File: src/rtl/time_tmr_triplet_end.sv
// Receive end of a time-redundant TMR stream: gathers three same-ID copies,
// majority-votes them, holds the upstream arbiter mid-triplet and flags faults.
module time_tmr_triplet_end #(
    parameter int unsigned DataWidth   = 8,
    parameter int unsigned IDSize      = 5,
    parameter int unsigned LockTimeout = 60
) (
    input  logic                 clk_i,
    input  logic                 rst_ni,
    input  logic                 enable_i,
    input  logic [DataWidth-1:0] data_i,
    input  logic [IDSize-1:0]    id_i,
    input  logic                 valid_i,
    output logic                 ready_o,
    output logic [DataWidth-1:0] data_o,
    output logic                 valid_o,
    input  logic                 ready_i,
    output logic                 lock_o,
    output logic                 fault_detected_o
);

    localparam int unsigned CntWidth = $clog2(LockTimeout + 1);

    // State code equals the number of stored copies for the partial states.
    localparam logic [1:0] StEmpty = 2'd0;
    localparam logic [1:0] StPart1 = 2'd1;
    localparam logic [1:0] StPart2 = 2'd2;
    localparam logic [1:0] StOut   = 2'd3;

    logic [1:0]           state_q, state_d;
    logic [DataWidth-1:0] slot0_data_q, slot1_data_q, result_q;
    logic [IDSize-1:0]    slot0_id_q;
    logic [CntWidth-1:0]  tmo_cnt_q;
    logic                 fault_q;

    logic                 in_part, ready_int, accept, id_match;
    logic                 id_abort, completes, vote_mismatch, timeout;
    logic                 handshake, load_slot0, load_slot1;
    logic [DataWidth-1:0] vote;

    // Handshake: a transfer happens on a cycle where valid and ready are both
    // high; valid never waits on ready, and ready never looks at valid.
    always_comb begin
        in_part       = (state_q == StPart1) || (state_q == StPart2);
        ready_int     = (state_q == StOut) ? ready_i : 1'b1;
        accept        = valid_i && ready_int;
        id_match      = (id_i == slot0_id_q);
        id_abort      = in_part && accept && !id_match;
        completes     = (state_q == StPart2) && accept && id_match;
        vote          = (slot0_data_q & slot1_data_q) | (slot0_data_q & data_i)
                      | (slot1_data_q & data_i);
        vote_mismatch = completes && ((slot0_data_q != slot1_data_q)
                                   || (slot1_data_q != data_i));
        // The increment that would reach LockTimeout is the timeout cycle.
        timeout       = in_part && !accept
                      && (tmo_cnt_q == CntWidth'(LockTimeout - 1));
        handshake     = (state_q == StOut) && ready_i;
        load_slot0    = accept && ((state_q == StEmpty) || (state_q == StOut) || id_abort);
        load_slot1    = accept && (state_q == StPart1) && id_match;
    end

    always_comb begin
        state_d = state_q;
        case (state_q)
            StEmpty: if (accept) state_d = StPart1;
            StPart1: begin
                if (accept)       state_d = id_match ? StPart2 : StPart1;
                else if (timeout) state_d = StEmpty;
            end
            StPart2: begin
                if (accept)       state_d = id_match ? StOut : StPart1;
                else if (timeout) state_d = StEmpty;
            end
            StOut:   if (handshake) state_d = accept ? StPart1 : StEmpty;
            default: state_d = StEmpty;
        endcase
    end

    always_ff @(posedge clk_i or negedge rst_ni) begin
        if (!rst_ni) begin
            state_q      <= StEmpty;
            slot0_data_q <= '0;
            slot1_data_q <= '0;
            slot0_id_q   <= '0;
            result_q     <= '0;
            tmo_cnt_q    <= '0;
            fault_q      <= 1'b0;
        end else if (!enable_i) begin
            state_q      <= StEmpty;
            slot0_data_q <= '0;
            slot1_data_q <= '0;
            slot0_id_q   <= '0;
            result_q     <= '0;
            tmo_cnt_q    <= '0;
            fault_q      <= 1'b0;
        end else begin
            state_q <= state_d;
            if (load_slot0) begin
                slot0_data_q <= data_i;
                slot0_id_q   <= id_i;
            end
            if (load_slot1) slot1_data_q <= data_i;
            if (completes)  result_q     <= vote;
            if (accept || !in_part || timeout) tmo_cnt_q <= '0;
            else                               tmo_cnt_q <= tmo_cnt_q + CntWidth'(1);
            fault_q <= id_abort || vote_mismatch || timeout;
        end
    end

    assign ready_o          = enable_i ? ready_int : ready_i;
    assign valid_o          = enable_i ? (state_q == StOut) : valid_i;
    assign data_o           = enable_i ? result_q : data_i;
    assign lock_o           = enable_i && in_part;
    assign fault_detected_o = enable_i && fault_q;

endmodule
File: config.mk
export PLATFORM = sky130hd
export DESIGN_NAME = time_tmr_triplet_end
export DESIGN_NICKNAME = d
export VERILOG_FILES = /design/src/rtl/time_tmr_triplet_end.sv
export SDC_FILE = /design/constraint.sdc
export NUM_CORES = 1
export LEC_CHECK = 0
export BUFFER_PORTS_ARGS = -buffer_cell sky130_fd_sc_hd__buf_4
export CAP_MARGIN = 20
export CORE_MARGIN = 1
export CORE_UTILIZATION = 58
export DETAILED_ROUTE_END_ITERATION = 10
export PLACE_DENSITY = 0.86
export SLEW_MARGIN = 10
export SYNTH_ARGS = -nofsm -noshare
export SYNTH_HDL_FRONTEND = slang
export SYNTH_SLANG_ARGS = --single-unit
File: constraint.sdc
create_clock -name clk_i -period 1.8 [get_ports clk_i]
set_clock_uncertainty 0.05 [all_clocks]
set_input_delay 0.18 -clock clk_i [delete_from_list [all_inputs] [get_ports clk_i]]
set_output_delay 0.18 -clock clk_i [all_outputs]
set_load 0.01 [all_outputs]
# Word-level counts from Yosys, hierarchy flattened
# Index checks and enable logic that the tools add are counted.
# word_totals
reg_bits	38
latchBits	0
ram_bits	0
rom_bits	0
inputBits	18
word_cells	77
mem_count	0
# op_classes
addsub	1
mul	0
div	0
magnitude_cmp	0
eq_ne	12
n_shift	0
n_mux	25
n_bitwise	5
n_reduce_logical	27
# ops
operator	count
two-way mux 8 bit	7
bitwise AND 8 bit	3
two-way mux 2 bit	8
!= test 8 bit	2
OR 8 bit	2
logical AND 1 bit	14
two-way mux 6 bit	2
two-way mux 5 bit	2
logical OR 1 bit	8
case mux 2 bit (4 select lines)	1
adder 6 x 1 -> 6 bit, second input constant	1
== test 6 bit, second input constant	1
!= test 2 x 1 -> 1 bit, second input constant	3
!= test 3 bit, second input constant	2
== test 5 bit	1
two-way mux 1 bit	5
== test 2 bit, second input constant	2
logical NOT 1 bit	3
== test 2 x 1 -> 1 bit, second input constant	1
logical NOT 2 bit	1
AND reduction 2 bit	1

# Depth between registers and ports, before layout
# Gate-level depths: netlist (run 1).
# depth
word_depth	10
mapped_depth	7
ltp_nobuf	6

# Worst setup path after synthesis (run 1)
# OpenSTA, ideal clock, no wires.
# synth_timing
kind	register to register
from	register state_q[0]
to	register slot0_data_q[0]
setup_ns	0.079
arrival_ns	1.493
setup_slack_ns	0.178
path_stages_with_launch	8
path_buffers	2
cell_sequence	dfrtp_1 -> ha_1 -> nand2b_1 -> buf_6 -> nand2_1 -> a31oi_1 -> buf_4 -> mux2i_1
# synth_between
elab_chain_cells	8
# synth_rtl
item	line	rtl
start, declared	30	logic [1:0] state_q, state_d;
start signal, assigned	81	state_q <= StEmpty;
start signal, assigned	89	state_q <= StEmpty;
start signal, assigned	97	state_q <= state_d;
== test 2 bit	45, 58	
two-way mux 1 bit	45	ready_int = (state_q == StOut) ? ready_i : 1'b1;
logical AND 1 bit	46	accept = valid_i && ready_int;
logical AND 1 bit (2 in series)	48	id_abort = in_part && accept && !id_match;
logical OR 1 bit	58	load_slot0 = accept && ((state_q == StEmpty) || (state_q == StOut) || id_abort);
logical AND 1 bit *	58	
!= test 2 x 1 -> 1 bit (no source line) *	n/a	
end signal, assigned	99	slot0_data_q <= data_i;
end, declared	31	logic [DataWidth-1:0] slot0_data_q, slot1_data_q, result_q;
# Every way passes the cells marked *; elsewhere a longest branch is shown, timed or not.
# A chain may end at the register's enable or synchronous reset.

# Worst setup path after layout (run 1)
# layout_timing
from	register state_q[0]
to	output lock_o
# layout_between
elab_chain_cells	3
# layout_rtl
item	line	rtl
== test 2 x 1 -> 1 bit / == test 2 bit (equally long branches)	44	in_part = (state_q == StPart1) || (state_q == StPart2);
logical OR 1 bit *	44	
logical AND 1 bit *	113	assign lock_o = enable_i && in_part;
end, declared	18	output logic lock_o,
# Marked as above.

==> impl_results.md, run 1 <==
- Outcome: complete, no violations
- CP Class: reg2out
- Crit path required time: 1570 ps
- Standard-cell row count: 23
- Final hold violation count: 0
- Ant. Diodes: 0
- Total Routed Length: ~5700 um
- Total track usage: 0.2799
- Pre-CTS WS: approximately 32 ps
- Setup_tns: 0 ps
- Post-route ant nets: 0
- Post-DP HPWL: 3886 um
- Synth Flop Type: dfrtp_1
- Residual DRC: 0
- Commonest cells in the netlist: dfrtp_1 (38), nand2_1 (29), ha_1 (21), a21oi_1 (13), nor4_1 (13)
- Nets@finish: 316
- Placement Cell Area: approximately 2700 um^2
- Vias per cell: 6.284
- Final setup viols: 0
- Fin crit share: 0.9452
- Top cell type's share of synthesized area: 0.3893
- FFs w/ async S/R, synth: 1.000
- Count leader, synth: dfrtp_1
- Vias in the first global route: 1967
- Initial antenna violation count: 0
- CTS tree: built
- Slew Limit Fails: 0
- First-pass GRT wire length: between 9000 and 10000 um
- Die area: 4474 um^2
- Design area: ~2800 um^2
- Placer Congestion: between 0.8 and 0.9
- Syn nets: 285
- DR vias: slightly above 2k
- Met2 routed WL: roughly 2800 um
- Avg Inst Size Synth: about 10 um^2
- Clock Tree Buf Depth: 2
- Startpoint types: flip-flop
- Clock buffer count from CTS: 5
- Final worst slack: just under 100 ps
- Filler Cell Count: just over 300
- Total grt overflow: 0
- Seq/Total Area, Yosys: 0.3893
- RSZ-0062 raised after global routing: false
- Worst hold slack: 87.57 ps
- Power Density: ~700 nW/um^2
- Ports: 30
- DR pass1 iterations: 4
- Static Leakage: between 1 and 1.5 nW
- Drt first-iter violations: 164
- Routed wl met3: 387 um
- Slew margin rel.: 0.6779
- VDD IR max: 0.6124 mV
- Max_cap viols: 0
- Largest net degree at the start of global routing: 39
- CORE AREA: a little over 4000 um^2
- Critical Path AT: approximately 1500 ps
- Sequential cell area: between 900 and 1000 um^2
- Area grow syn2layout: 15.63%
- Layout cells sized above 1: 0.2374
- Worst Max-Slew Pin Slew: 483.1 ps
- Post-synth cell types: 40
- Min cycle time layout: roughly 1700 ps
- Post-Syn Area: 2442 um^2
- Worst skew pair latency: 300 ps
- Syn Inst Count: between 200 and 250
- Top cells by area, synth: dfrtp_1 (39%), ha_1 (11%), nand2_1 (4.5%)
- Placed insts: 319
- Wire per inst: 17.23 um
- Non-Filler Instances: roughly 330
- Worst min path class: in2reg
- Top layer in use: met4
- Starting Density: 0.6062
- H-Tree Level Count: 2
- Die height: 66.89 um
- Root Buffer: clkbuf_8
- Synth area leader: dfrtp_1
- Fmax: between 500 and 600 MHz
- Die span in x: between 60 and 70 um
- IO buf count: 29
- Num Clock Sinks: 38
- Post-synth EDFFs: 0
- Footprint of the multi-input gates: between 1000 and 1500 um^2
- Seq cells post-synth: 38
- YS warnings: 0
- CTS clk-pin slew, worst paths: around 70 ps
- CP Max Fanout: 4
- Met1 WL: ~2400 um
- Critical Path End Type: output pin
final cells by class:
class	count	share of cell area
Inverter	6	0.007975
Multi-Input combinational cell	184	0.4785
Tap cell	50	0.02215
Clock buffer	7	0.02703
Clock inverter	1	0.01063
Sequential cell	38	0.3367
Timing Repair Buffer	42	0.1170
cell families (layout without fill, tap and decap cells):
logic type | count (synthesis) | after routing | synth area share
multiplexers | 19 | 19 | 0.08248
adder cells (fa/ha/maj) | 21 | 21 | 0.1076
XOR/XNOR | 9 | 9 | 0.03227
buffers and inverters | 24 | 56 | 0.07069
AO/OA/AOI/OAI | 48 | 48 | 0.1363
AND/OR/NAND/NOR | 87 | 87 | 0.1814
flip-flops | 38 | 38 | 0.3893
stage by stage:
stage	total power [mW]	utilization
after floorplan	1.136	-
after global placement	1.260	0.6640
after detailed placement	1.271	0.6640
after CTS	1.991	0.6929
after global routing	2.072	0.7009
final	1.992	0.7009
cells in the final DEF (no fill, tap or decap), drive strengths merged:
master | synthesis | final
xor2 | 4 | 4
dfrtp | 38 | 38
clkbuf | 9 | 7
nand3 | 8 | 8
bufinv | 0 | 1
a31oi | 10 | 10
o2111a | 1 | 1
o211ai | 1 | 1
nor3 | 8 | 8
and2 | 2 | 2
inv | 6 | 6
mux2i | 10 | 10
nand2b | 1 | 1
nand2 | 29 | 29
o21ai | 1 | 1
a211o | 8 | 8
and3 | 4 | 4
a311o | 1 | 1
or2 | 1 | 1
a41oi | 1 | 1
o21bai | 1 | 1
nor2 | 9 | 9
dlygate4sd3 | 0 | 1
xnor2 | 5 | 5
buf | 9 | 41
mux2 | 9 | 9
o32ai | 1 | 1
a22oi | 1 | 1
o221ai | 1 | 1
o31ai | 8 | 8
and4b | 1 | 1
ha | 21 | 21
nand4 | 11 | 11
nor4 | 13 | 13
a21oi | 13 | 13
state kept, by name (all words and copies together), names as in the netlist:
name          flops
state_q           2
fault_q           1
slot0_id_q        5
tmo_cnt_q         6
slot0_data_q      8
result_q          8
slot1_data_q      8
where the power goes:
| part | switching, mW | internal (mW) |
|---|---|---|
| logic | 0.221 | 0.152 |
| clock network | 0.309 | 0.415 |
| registers | 0.0182 | 0.877 |
critical path, cell delays in order (launching register included):
cell     delay (ps)
dfrtp_1         380
buf_4           150
inv_1           100
ha_1            280
inv_2           100
nor2_4           40
buf_4           140
layer usage:
metal,vias up,track usage
met3,10,0.07877
met2,85,0.4495
li1,976,-
met1,990,0.3420
met5,-,0
met4,0,0.1356
path summary, 6_finish.rpt:
check	startpoint	end	slack, ps	depth (start not counted)
setup / recovery	state_q[0]$_DFFE_PN0P_	lock_o	100	6
hold / removal	id_i[4]	slot0_id_q[4]$_DFFE_PN0P_	90	3
setup reg to reg	state_q[1]$_DFFE_PN0P_	slot1_data_q[6]$_DFFE_PN0P_	110	6
hold reg to reg	tmo_cnt_q[0]$_DFF_PN0_	tmo_cnt_q[0]$_DFF_PN0_	430	1
max in group asynchronous	rst_ni	slot0_id_q[3]$_DFFE_PN0P_	1020	2
min in group asynchronous	rst_ni	slot0_data_q[2]$_DFFE_PN0P_	340	2
what timing repair did:
action                     in CTS  in global routing
setup endpoints to repair       0                 19
hold endpoints to repair       38                  0
setup buffers                   0                  0
resized for setup               0                 10
hold buffers                    1                  0
(Power assumes the default switching activity.)
==> run 2: changes to the inputs <==
--- a/config.mk
+++ b/config.mk
@@ -11,6 +11,7 @@
 export CORE_UTILIZATION = 58
 export DETAILED_ROUTE_END_ITERATION = 10
 export PLACE_DENSITY = 0.86
+export REMOVE_ABC_BUFFERS = 1
 export SLEW_MARGIN = 10
 export SYNTH_ARGS = -nofsm -noshare
 export SYNTH_HDL_FRONTEND = slang
==> run 2 against run 1 <==
  * Via count grew 2.6%
  * Maximum frequency shrank 3.8%
  * Total power shrank 4.8%
  * Non-clock buffer count grew 1
  * First-iteration DRC count shrank 1.8%
  * Worst setup slack lost 67 ps
  * Sequential share of layout area grew 0.26 points
  * Wire length grew 5.2%
  * Worst hold slack lost 1.5 ps
  * Critical endpoint unchanged
  * Largest cell class unchanged
  * Highest routed layer unchanged
==> impl_results.md, run 2 (synthesized netlist as in run 1, its figures left out) <==
- Wire per inst: 18.07 um (was 17.23 um)
- Drt first-iter violations: 161 (was 164)
- Worst Path Buf+Inv: 4 (unchanged)
- Residual DRC: 0 (unchanged)
- Final setup viols: 0 (unchanged)
- CORE AREA: 4029 um^2 (unchanged)
- Post-route ant nets: 0 (unchanged)
- Die span in x: 66.89 um (unchanged)
- First-pass GRT wire length: 9715 um (was 9032 um)
- Non-Filler Instances: 329 (was 328)
- Die area: 4474 um^2 (unchanged)
- RSZ-0062 raised after global routing: true (was false)
- Total Routed Length: 5944 um (was 5650 um)
- Ant. Diodes: 0 (unchanged)
- Slew margin rel.: 0.5895 (was 0.6779)
- Ports: 30 (unchanged)
- Slew Limit Fails: 0 (unchanged)
- Clock Tree Buf Depth: 2 (unchanged)
- DR vias: 2114 (was 2061)
- CTS clk-pin slew, worst paths: 80 ps (was 70 ps)
- Vias in the first global route: 2126 (was 1967)
- Nets@finish: 317 (was 316)
- Placed insts: 319 (unchanged)
- Final hold violation count: 0 (unchanged)
- Outcome: complete, no violations (unchanged)
- Min cycle time layout: 1768 ps (was 1701 ps)
- Post-DP HPWL: 3938 um (was 3886 um)
- DR pass1 iterations: 4 (unchanged)
- Standard-cell row count: 23 (unchanged)
- Starting Density: 0.6062 (unchanged)
- Layout cells sized above 1: 0.2401 (was 0.2374)
- Critical path cell sequence: buf_4 > inv_1 > ha_1 > inv_1 > nor2_2 > buf_4 (was buf_4 > inv_1 > ha_1 > inv_2 > nor2_4 > buf_4)
- Total track usage: 0.2898 (was 0.2799)
- IO buf count: 29 (unchanged)
- Worst skew pair latency: 290 ps (was 300 ps)
- CP delay by family, top: buffers and inverters (unchanged)
- Static Leakage: 1.373 nW (was 1.374 nW)
- Power Density: 676.9 nW/um^2 (was 705.4 nW/um^2)
- Largest net degree at the start of global routing: 39 (unchanged)
- Met1 Use GR: 0.3494 (was 0.3420)
- Crit path required time: 1570 ps (about the same)
- Initial antenna violation count: 0 (unchanged)
- CP peak stage delay: 360 ps (was 380 ps)
- CTS tree: built (unchanged)
- VDD IR max: 0.4652 mV (was 0.6124 mV)
- Startpoint types: flip-flop (unchanged)
- Area grow syn2layout: 14.75% (was 15.63%)
- Die height: 66.89 um (unchanged)
- Setup_tns: 0 ps (unchanged)
- Top flop regs: result_q: 8 flops, slot0_data_q: 8 flops, slot1_data_q: 8 flops (unchanged)
- Grt met3 use: 0.05993 (was 0.07877)
- Worst Max-Slew Pin Slew: 615.7 ps (was 483.1 ps)
- Num Clock Sinks: 38 (unchanged)
- Worst min path class: in2reg (unchanged)
- Critical Path AT: 1540 ps (was 1470 ps)
- Fmax: 565.5 MHz (was 587.8 MHz)
- Final total power: 1.897 mW (was 1.992 mW)
- CP Class: reg2out (unchanged)
- Clock buffer count from CTS: 5 (unchanged)
- Met2 GRT Util: 0.5063 (was 0.4495)
- Critical Path End Type: output pin (unchanged)
- Total grt overflow: 0 (unchanged)
- Critical-path top delay cell: dfrtp_1 (unchanged)
- Max_cap viols: 0 (unchanged)
- H-Tree Level Count: 2 (unchanged)
- Most frequent cells in the layout: buf_4 (41), dfrtp_1 (38), nand2_1 (29) (was buf_4 (40), dfrtp_1 (38), nand2_1 (29))
- Fin crit share: 0.9824 (was 0.9452)
- Vias per cell: 6.426 (was 6.284)
- GRT busiest layer: met2 (unchanged)
- Placer Congestion: 0.9685 (was 0.8623)
- CP Max Fanout: 4 (unchanged)
- Root Buffer: clkbuf_8 (unchanged)
- Commonest non-fill, non-tap cell in the layout: buf_4 (unchanged)
-- run 2: report_power, final --
group	switching [mW]	internal, mW
sequential	0.0203	0.877
clock	0.325	0.308
combinational	0.219	0.149
-- run 2: routing by layer --
layer	vias up	share of wire
met1	1046	0.43
met5	-	0
li1	984	-
met3	9	0.051
met4	0	0.012
met2	75	0.51
-- run 2: worst paths after layout --
kind | start | endpoint | slack [ps] | cells after the start
min in group asynchronous | rst_ni | slot0_id_q[2]$_DFFE_PN0P_ | 350 | 2
worst min-delay path | id_i[4] | slot0_id_q[4]$_DFFE_PN0P_ | 90 | 3
worst max register to register | state_q[0]$_DFFE_PN0P_ | slot0_data_q[1]$_DFFE_PN0P_ | 110 | 6
max in group asynchronous | rst_ni | slot0_data_q[7]$_DFFE_PN0P_ | 1000 | 2
worst min register to register | tmo_cnt_q[0]$_DFF_PN0_ | tmo_cnt_q[0]$_DFF_PN0_ | 430 | 1
worst max-delay path | state_q[1]$_DFFE_PN0P_ | lock_o | 30 | 6
-- run 2: what timing repair did --
item,in CTS,in global routing
endpoints found under the hold margin,38,0
gates resized for setup,2,5
hold buffers,1,0
endpoints found under the setup margin,20,25
setup buffers,0,1
-- run 2: tightest hold or removal path, delay by kind of cell --
| kind | cells | cell delay, ps |
|---|---|---|
| compound gates | 1 | 50 |
| buf+inv | 1 | 120 |
| simple gates | 1 | 50 |
-- run 2: stage by stage --
stage            util  hold WS, ps  setup slack, ps  area (um^2)
4_1_cts        0.6894        85.95            1.575         2778
3_5_place_dp   0.6609        130.2           -67.78         2663
5_1_grt        0.6957        96.14           -27.56         2803
2_1_floorplan       -       -165.6           -413.3         2292
6_report       0.6957        86.06            31.71         2803
3_3_place_gp   0.6609        123.2            94.81         2663
-- run 2: layout make-up --
cell class,count,area (um^2)
flip-flops and latches,38,950.9
fillers,327,1226
clock buffers,6,82.58
repair buffers,43,329.1
clock inverters,2,12.51
multi-input cells,184,1343
well taps,50,62.56
inverters,6,22.52
